[src/rtl/apb_master_bridge.sv]
//------------------------------------------------------------------------------
// apb_master_bridge
//
// Single-outstanding APB master. A command accepted on the valid/ready
// interface becomes one APB SETUP + ACCESS transfer. Each command produces
// exactly one response pulse carrying read data and an error flag.
//
// Optional feature macro: APB_MASTER_TIMEOUT_EN
//   defined   : ACCESS is aborted after TIMEOUT cycles with Pready low and the
//               response carries rsp_err=1, rsp_rdata=0.
//   undefined : ACCESS waits for Pready indefinitely; rsp_err is constant 0.
//
// Parameters
//   ADDR_W    : APB address width
//   DATA_W    : data width
//   RDATA_DLY : 0 = slave Prdata valid in the completing ACCESS cycle,
//               1 = slave Prdata valid one cycle later (registered slave)
//   TIMEOUT   : ACCESS wait-cycle limit (1..255), timeout build only
//
// Ports
//   PCLK, Presetn                       : clock, async active-low reset
//   cmd_valid/cmd_ready                 : command handshake
//   cmd_write, cmd_addr, cmd_wdata      : command fields
//   rsp_valid, rsp_rdata, rsp_err       : one-cycle response
//   busy                                : transfer in progress
//   Paddr, Psel, Penable, Pwrite, Pwdata: APB request outputs
//   Pready, Prdata                      : APB slave response inputs
//------------------------------------------------------------------------------
module apb_master_bridge #(
   parameter int ADDR_W    = 4,
   parameter int DATA_W    = 32,
   parameter int RDATA_DLY = 1,
   parameter int TIMEOUT   = 16
) (
   input  logic              PCLK,
   input  logic              Presetn,
   input  logic              cmd_valid,
   output logic              cmd_ready,
   input  logic              cmd_write,
   input  logic [ADDR_W-1:0] cmd_addr,
   input  logic [DATA_W-1:0] cmd_wdata,
   output logic              rsp_valid,
   output logic [DATA_W-1:0] rsp_rdata,
   output logic              rsp_err,
   output logic              busy,
   output logic [ADDR_W-1:0] Paddr,
   output logic              Psel,
   output logic              Penable,
   output logic              Pwrite,
   output logic [DATA_W-1:0] Pwdata,
   input  logic              Pready,
   input  logic [DATA_W-1:0] Prdata
);

   typedef enum logic [1:0] {
      S_IDLE   = 2'd0,
      S_SETUP  = 2'd1,
      S_ACCESS = 2'd2,
      S_RCAP   = 2'd3
   } state_t;

   state_t state_reg;
   logic   tmo_hit;   // ACCESS wait budget exhausted (meaningful only while Pready low)

   generate
      if (TIMEOUT < 1 || TIMEOUT > 255 || RDATA_DLY < 0 || RDATA_DLY > 1) begin : g_bad_cfg
         $error("apb_master_bridge: TIMEOUT must be 1..255 and RDATA_DLY 0 or 1");
      end
   endgenerate

   assign cmd_ready = (state_reg == S_IDLE);
   assign busy      = (state_reg != S_IDLE);

   always_ff @(posedge PCLK or negedge Presetn) begin
      if (!Presetn) begin
         state_reg <= S_IDLE;
         Psel      <= 1'b0;
         Penable   <= 1'b0;
         Pwrite    <= 1'b0;
         Paddr     <= '0;
         Pwdata    <= '0;
         rsp_valid <= 1'b0;
         rsp_rdata <= '0;
      end else begin
         rsp_valid <= 1'b0;
         case (state_reg)
            S_IDLE: begin
               if (cmd_valid) begin
                  Paddr  <= cmd_addr;
                  Pwrite <= cmd_write;
                  // Reads leave Pwdata untouched so the bus does not toggle needlessly.
                  if (cmd_write) begin
                     Pwdata <= cmd_wdata;
                  end
                  Psel      <= 1'b1;
                  state_reg <= S_SETUP;
               end
            end
            S_SETUP: begin
               Penable   <= 1'b1;
               state_reg <= S_ACCESS;
            end
            S_ACCESS: begin
               if (Pready) begin
                  Psel    <= 1'b0;
                  Penable <= 1'b0;
                  if (Pwrite || RDATA_DLY == 0) begin
                     rsp_valid <= 1'b1;
                     rsp_rdata <= Pwrite ? '0 : Prdata;
                     state_reg <= S_IDLE;
                  end else begin
                     // Registered slave: its data appears one cycle after completion.
                     state_reg <= S_RCAP;
                  end
               end else if (tmo_hit) begin
                  Psel      <= 1'b0;
                  Penable   <= 1'b0;
                  rsp_valid <= 1'b1;
                  rsp_rdata <= '0;
                  state_reg <= S_IDLE;
               end
            end
            S_RCAP: begin
               rsp_valid <= 1'b1;
               rsp_rdata <= Prdata;
               state_reg <= S_IDLE;
            end
            default: begin
               state_reg <= S_IDLE;
            end
         endcase
      end
   end

`ifdef APB_MASTER_TIMEOUT_EN
   localparam logic [7:0] TMO_LAST = 8'(TIMEOUT - 1);

   logic [7:0] tmo_cnt_reg;
   logic       rsp_err_reg;

   // The counter holds the number of low-Pready ACCESS cycles already seen;
   // the abort fires on the cycle that would bring it to TIMEOUT.
   assign tmo_hit = (tmo_cnt_reg == TMO_LAST);
   assign rsp_err = rsp_err_reg;

   always_ff @(posedge PCLK or negedge Presetn) begin
      if (!Presetn) begin
         tmo_cnt_reg <= '0;
         rsp_err_reg <= 1'b0;
      end else begin
         if (state_reg == S_SETUP) begin
            tmo_cnt_reg <= '0;
         end else if (state_reg == S_ACCESS && !Pready) begin
            tmo_cnt_reg <= tmo_cnt_reg + 8'd1;
         end
         // Error flag changes only together with a response so it holds in between.
         if (state_reg == S_ACCESS && !Pready && tmo_hit) begin
            rsp_err_reg <= 1'b1;
         end else if ((state_reg == S_ACCESS && Pready && (Pwrite || RDATA_DLY == 0)) ||
                      state_reg == S_RCAP) begin
            rsp_err_reg <= 1'b0;
         end
      end
   end
`else
   assign tmo_hit = 1'b0;
   assign rsp_err = 1'b0;
`endif

endmodule

[config.mk]
export PLATFORM = sky130hd
export DESIGN_NAME = apb_master_bridge
export DESIGN_NICKNAME = d
export VERILOG_FILES = /design/src/rtl/apb_master_bridge.sv
export SDC_FILE = /design/constraint.sdc
export NUM_CORES = 1
export LEC_CHECK = 0
export CAP_MARGIN = 20
export CELL_PAD_IN_SITES_DETAIL_PLACEMENT = 1
export CELL_PAD_IN_SITES_GLOBAL_PLACEMENT = 2
export CORE_MARGIN = 2
export CORE_UTILIZATION = 39
export CTS_CLUSTER_SIZE = 14
export DETAILED_ROUTE_END_ITERATION = 12
export DONT_BUFFER_PORTS = 1
export GPL_TIMING_DRIVEN = 0
export PLACE_DENSITY = 0.89
export SYNTH_ARGS = -nofsm -noshare
export SYNTH_HDL_FRONTEND = slang
export SYNTH_SLANG_ARGS = --single-unit
[constraint.sdc]
create_clock -name PCLK -period 1.7 [get_ports PCLK]
set_input_delay 0.34 -clock PCLK [delete_from_list [all_inputs] [get_ports PCLK]]
set_output_delay 0.34 -clock PCLK [all_outputs]
set_load 0.005 [all_outputs]
## Word-level counts from Yosys, hierarchy flattened

Cells that the tools add are included.
W data, S select, Z words.

| word-level totals | value |
|---|---|
| input port bits | 73 |
| word-level logic and storage cells | 39 |
| flip-flop bits (word level) | 74 |
| output and inout port bits | 75 |

| operators by class | value |
|---|---|
| reductions and logical operators | 11 |
| multiplexer cells | 14 |
| eq/ne operators | 6 |

Operators with widths:

| operator | number |
|---|---|
| $mux W32 | 2 |
| $pmux W32 S2 | 1 |
| $reduce_and A3 Y1 | 3 |
| $pmux W2 S4 | 1 |
| $reduce_bool A2 Y1 | 4 |
| $mux W2 | 3 |
| $ne A2 B2 Y1 const B | 3 |
| $pmux W1 S2 | 3 |
| $reduce_and A2 Y1 | 3 |
| $eq A2 B2 Y1 const B | 2 |
| $mux W1 | 4 |
| $eq A2 B1 Y1 const B | 1 |
| $logic_not A2 Y1 | 1 |

## Longest topological paths before layout

Gate-level depths: netlist of run 1.

| depth | value |
|---|---|
| word-level depth | 3 |
| gate-level depth with buffers | 5 |
| mapped depth without buffers | 3 |

## Least setup slack after synthesis of run 1

Ideal clock, no wire load.

| timing | value |
|---|---|
| path type | reg2reg |
| start point | register state_reg[0] |
| end point | register Pwdata[10] |
| period minus slack after synthesis | 1.442 ns |
| required time | 1.575 ns |
| arrival | 1.316 ns |
| cell stages (with the launch flop) | 6 |
| setup slack | 0.258 ns |
| buffers on the path | 2 |
| path through | dfrtp_1 -> nor2_2 -> and3_4 -> buf_6 -> buf_12 -> mux2_4 |

| between the ends | value |
|---|---|
| word-level cells in the longest chain between the ends | 2 |

RTL lines:

| element | line | RTL |
|---|---|---|
| start, declared | 62 | `state_t state_reg;` |
| start signal, assigned | 76 | `state_reg <= S_IDLE;` |
| start signal, assigned | 96 | `state_reg <= S_SETUP;` |
| start signal, assigned | 101 | `state_reg <= S_ACCESS;` |
| $logic_not A2 Y1 | n/a |  |
| named net cmd_ready | 38 | `output logic cmd_ready,` |
| $reduce_and A3 Y1 (no line) | n/a |  |
| end signal, assigned | 93 | `Pwdata <= cmd_wdata;` |
| end, declared | 50 | `output logic [DATA_W-1:0] Pwdata,` |

The timed path passes the listed nets, and every way through them passes these cells.
A chain may end at the register's enable or synchronous reset.

## Worst setup path in the final report of run 1

| timing | value |
|---|---|
| start point | register state_reg[1] |
| end point | register Pwdata[16] |

Same word-level chain as after synthesis.

==> results of run 1 <==
[final cells by class]
type / count / area (um2)
Inverter: 5 / 18.8
Tap cell: 99 / 124
Clock buffer: 12 / 145
Clock inverter: 3 / 40.0
Fill cell: 733 / 3990
Multi-Input combinational cell: 86 / 896
Buffer: 11 / 108
Sequential cell: 74 / 1850
[critical path, cell delays in order (launching register included)]
cell and delay [ps]:
dfrtp_1 440, nor2_2 220, and3_4 220, buf_6 150, buf_12 150, mux2_4 300
[Yosys cell counts, drive strengths merged]
cell and instances:
nor2 3, nand2 4, o21ai 3, and3 1
a21o 2, a2bb2oi 2, dfrtp 74, inv 5
a21oi 1, conb 1, mux2 36, a22o 32
nand3 1, buf 11
[power by group through the flow]
stage,Sequential (mW),Clock [mW],Combinational (mW)
3_5_place_dp,3.35,0,1.72
5_1_grt,3.43,1.44,1.88
2_1_floorplan,3.12,0,1.47
3_3_place_gp,3.31,0,1.63
4_1_cts,3.34,1.35,1.71
6_report,3.31,1.29,1.69
[worst max path at each step]
stage                     depth (start not counted)                      from                     end
after global routing                              5  state_reg[1]$_DFFE_PN0P_   Pwdata[3]$_DFFE_PN0P_
final                                             5  state_reg[1]$_DFFE_PN0P_  Pwdata[16]$_DFFE_PN0P_
after CTS                                         5  state_reg[1]$_DFFE_PN0P_   Pwdata[3]$_DFFE_PN0P_
after detailed placement                          5  state_reg[1]$_DFFE_PN0P_   Pwdata[3]$_DFFE_PN0P_
after floorplan                                   5  state_reg[0]$_DFFE_PN0P_  Pwdata[10]$_DFFE_PN0P_
after global placement                            5  state_reg[1]$_DFFE_PN0P_  Pwdata[19]$_DFFE_PN0P_
[per-layer routing]
| metal | share of wire | GRT usage | wire [um] | vias to the layer above |
|---|---|---|---|---|
| met2 | 0.47 | 0.251 | 2860 | 104 |
| met5 | 0 | 0 | 0 | - |
| li1 | - | - | - | 654 |
| met4 | 0.0066 | 0.0577 | 40 | 0 |
| met1 | 0.41 | 0.193 | 2500 | 776 |
| met3 | 0.11 | 0.0771 | 663 | 4 |
[per-stage QoR]
stage,power (mW),util,std cells,setup WS (ps)
6_report,6.29,0.444,290,88.2
5_1_grt,6.75,0.444,290,16.1
4_1_cts,6.41,0.443,290,68.8
3_5_place_dp,5.06,0.417,275,79.5
3_3_place_gp,4.94,0.417,275,122
2_1_floorplan,4.59,-,176,258
[cells by family after synthesis]
logic type | synth area share
AOI/OAI and AO/OA | 0.116
buffers and inverters | 0.0431
DFF | 0.645
muxes | 0.179
other | 0.00131
and+or+nand+nor | 0.0157
[what timing repair did]
item | 4_1_cts | 5_1_grt
gates resized for setup | 0 | 2
hold endpoints to repair | 74 | 74
endpoints found under the setup margin | 0 | 11
==> results.json, run 1 <==
{
  "status": "finished with violations",
  "violations": "negative hold slack",
  "drv_cap": 0,
  "clock_tree.root_cell": "clkbuf_8",
  "layout-drive-gt1-share": 0.319,
  "syn_area_um2": 2870,
  "grt_pass1_vias": 1716,
  "synth_cells": 176,
  "cellLeakagePower_nw": 1.48,
  "clkSlewWorstSetupHoldPaths_ps": 70,
  "grt-ovfl-total": 0,
  "grt_first_pass_wirelength_mm": 10.0,
  "reg2reg_to": "Pwdata[16]$_DFFE_PN0P_",
  "rr_startpoint": "state_reg[1]$_DFFE_PN0P_",
  "cts_buffers": 9,
  "gp_congestion": 0.618,
  "synth-seq-cells": 74,
  "period_minus_slack_ps": 1610,
  "yosysSeqAreaShare": 0.645,
  "cts_sinks": 74,
  "setup_viol": 0,
  "grt_antenna_before_repair": 0,
  "grt_use_total": 0.160,
  "fmax_mhz": 620,
  "p_int_mw": 4.38,
  "yosys-top-cells-area": "dfrtp_1, mux2_4, a22o_1",
  "crit_arrival_ps": 1810,
  "wire_per_inst_um": 20.9,
  "finalInstanceArea_um2": 3180,
  "final_cell_mix": "dfrtp_1, a22o_1, mux2_4, clkbuf_8, mux2_2",
  "cp-start-kind": "flip-flop",
  "finClkSkew_ps": 11.3,
  "report.final.slew_viol_count": 0,
  "regToRegSetupSlack_ps": 90,
  "ant_nets": 0,
  "p_sw_frac": 0.303,
  "core_area_um2": 7180,
  "die_h_um": 89.8,
  "clk_path_buf_depth": 2,
  "final_nets": 260,
  "via_per_inst": 5.30,
  "grt_max_degree": 75,
  "cp_max_fo": 10,
  "p_seq_frac": 0.526,
  "cts_tree": "built",
  "die_w_um": 89.8,
  "place_area_um2": 3000,
  "drc_errors": 0,
  "p_comb_frac": 0.269,
  "power.density_nw_per_um2": 1980,
  "rsz0062_at_grt": "no",
  "via_count": 1538,
  "cp-end-kind": "flip-flop",
  "die_area_um2": 8060,
  "post_cts.repair.setup_buffers": 0,
  "p_sw_mw": 1.91,
  "first_iter_violations": 63,
  "hold_path.class": "input port to asynchronous set/reset pin",
  "synthesis.nets": 249,
  "mostFrequentLayoutCell": "dfrtp_1",
  "synth_top_cell_area_share": 0.645,
  "ios": 148,
  "post-route-period-util": 0.948,
  "syn_to_final_growth_pct": 10.8,
  "clockPowerShare": 0.205,
  "dpl.hpwl_mm": 4.34,
  "start_util": 0.400,
  "vdd_ir_drop_max_mv": 0.623,
  "antenna_cells": 0,
  "largest_registers": "Pwdata: 32 flops, rsp_rdata: 32 flops, Paddr: 4 flops",
  "yosys.cell_types.count": 20,
  "yosysTopAreaCell": "dfrtp_1",
  "std_cell_rows": 31,
  "portBuffers": 0,
  "worstSetupPathType": "flip-flop to flip-flop",
  "insertion_delay_ps": 330,
  "syn_area_per_cell_um2": 16.3,
  "fin_tns_setup_ps": 0,
  "hold_viol_final": 74,
  "critPathRequiredTime_ps": 1900,
  "drt_pre_antenna_iters": 4,
  "holdWs_ps": -301,
  "ys_warn_count": 0,
  "rr_worst_depth": 5,
  "htreeDepth": 3,
  "drt_wl_total_mm": 6.06
}
No activity file was read; power rests on OpenSTA's default activity.
==> run 2, diff against run 1 <==
SKIP_CTS_REPAIR_TIMING = 1   (was default)
==> results of run 2 <==
Same layout as run 1: the final DEF is identical, and so are final timing and power.
==> run 3, diff against run 2 <==
CORE_MARGIN = default   (was 2)
REMOVE_ABC_BUFFERS = 1   (was default)
==> results.json, run 3 (synthesis results as in run 1) <==
{
  "status": "finished with violations",
  "violations": "negative hold slack",
  "wire_per_inst_um": 21.7,
  "clkSlewWorstSetupHoldPaths_ps": 80,
  "largest_registers": "Pwdata: 32 flops, rsp_rdata: 32 flops, Paddr: 4 flops",
  "ant_nets": 0,
  "holdWs_ps": -307,
  "finalInstanceArea_um2": 3150,
  "grt_pass1_vias": 1620,
  "antenna_cells": 0,
  "fill_cells": 678,
  "drt_pre_antenna_iters": 3,
  "vdd_ir_drop_max_mv": 0.772,
  "start_util": 0.414,
  "drc_errors": 0,
  "period_minus_slack_ps": 1560,
  "cellLeakagePower_nw": 1.45,
  "tightest_slew_ps": 608,
  "cp.depth": 3,
  "reg2reg_to": "Pwdata[31]$_DFFE_PN0P_",
  "cts_buffers": 9,
  "clk_path_buf_depth": 2,
  "hold_viol_final": 74,
  "critPathRequiredTime_ps": 1910,
  "relSlewSlack": 0.595,
  "std_cell_rows": 30,
  "crit_arrival_ps": 1780,
  "grt_antenna_before_repair": 0,
  "insertion_delay_ps": 330,
  "cts_sinks": 74,
  "via_count": 1501,
  "place_area_um2": 2900,
  "crit_buf_inv": 0,
  "htreeDepth": 3,
  "power.density_nw_per_um2": 2050,
  "worstSetupPathType": "flip-flop to flip-flop",
  "final_cell_mix": "dfrtp_1, a22o_1, mux2_4, clkbuf_8, mux2_2",
  "mostFrequentLayoutCell": "dfrtp_1",
  "drt_wl_total_mm": 6.04,
  "rsz0062_at_grt": "no",
  "cts_tree": "built",
  "multi_input_area_um2": 921,
  "die_h_um": 87.8,
  "endpoint": "Pwdata[31]$_DFFE_PN0P_",
  "finClkSkew_ps": 4.48,
  "clock_tree.root_cell": "clkbuf_8",
  "drv_cap": 0,
  "ios": 148,
  "via_per_inst": 5.38,
  "post-route-period-util": 0.920,
  "die_area_um2": 7710,
  "hold_path.class": "input port to asynchronous set/reset pin",
  "cp-end-kind": "flip-flop",
  "fmax_mhz": 639,
  "grt_first_pass_wirelength_mm": 8.71,
  "startpoint": "state_reg[1]$_DFFE_PN0P_",
  "final_nets": 251,
  "cp_max_fo": 17,
  "gp_congestion": 0.688,
  "portBuffers": 0,
  "rr_startpoint": "state_reg[1]$_DFFE_PN0P_",
  "core_area_um2": 6940,
  "grt-ovfl-total": 0,
  "dpl.hpwl_mm": 4.23,
  "final_util": 0.453,
  "grt_use_total": 0.156,
  "cp-start-kind": "flip-flop",
  "regArea_um2": 1850,
  "report.final.slew_viol_count": 0,
  "cp_top_family": "simple AND/OR/NAND/NOR gates",
  "path_cells": "nor2_4, and3_4, mux2_2",
  "grt_max_degree": 75,
  "slowest_stage": "dfrtp_1",
  "layout-drive-gt1-share": 0.311,
  "regToRegSetupSlack_ps": 140,
  "first_iter_violations": 34,
  "die_w_um": 87.8,
  "slowest_delay_ps": 460,
  "rr_worst_depth": 3,
  "setup_viol": 0,
  "syn_to_final_growth_pct": 9.54
}
run 3: changes by cell type in the layout (fill, tap and decap cells not counted), moves of 2 or more:
cell | previous run | this run
nor2_4 | 0 | 2
clkbuf_2 | 2 | 0
buf_2 | 3 | 0
buf_12 | 3 | 0
run 3: worst reg2reg max path, stage by stage (launching register included):
cell and delay (ps):
dfrtp_1 460, nor2_4 180, and3_4 420, mux2_2 380
run 3: worst min path at each step:
stage | from | endpoint | cells after the start
2_1_floorplan | Presetn | Paddr[0]$_DFFE_PN0P_ | 0
5_1_grt | Presetn | Pwdata[15]$_DFFE_PN0P_ | 0
3_5_place_dp | Presetn | Pwdata[28]$_DFFE_PN0P_ | 0
6_report | Presetn | Pwdata[28]$_DFFE_PN0P_ | 0
3_3_place_gp | Presetn | Pwdata[15]$_DFFE_PN0P_ | 0
4_1_cts | Presetn | rsp_rdata[13]$_DFFE_PN0P_ | 0
run 3: layout make-up:
| cell class | instances | share of cell area |
|---|---|---|
| timing repair buffer | 1 | 0.00477 |
| multi-input combinational | 87 | 0.293 |
| clock buffer | 11 | 0.0449 |
| inverter | 5 | 0.00597 |
| clock inverter | 5 | 0.0247 |
| tap | 96 | 0.0382 |
| sequential | 74 | 0.589 |
run 3: per-layer routing:
metal,global-route usage,part of all wire
met5,0,0
met4,0.0537,0.0066
met3,0.0829,0.13
met2,0.255,0.49
met1,0.173,0.38
run 3: where the power goes:
part / internal, mW / switching (mW) / leakage [nW]
clock: 0.862 / 0.612 / 0.109
combinational: 1.03 / 0.622 / 0.430
sequential: 2.60 / 0.726 / 0.907
total: 4.49 / 1.96 / 1.45
run 3: per-stage QoR:
step / setup slack, ps / setup TNS (ps) / power (mW) / cells
global placement: -706 / -22320 / 4.83 / 261
detailed placement: -109 / -3430 / 5.00 / 262
finish: 136 / 0 / 6.45 / 279
global route: 65.6 / 0 / 6.87 / 279
floorplan: -115 / -3690 / 4.50 / 165
CTS: -119 / -3960 / 6.51 / 278
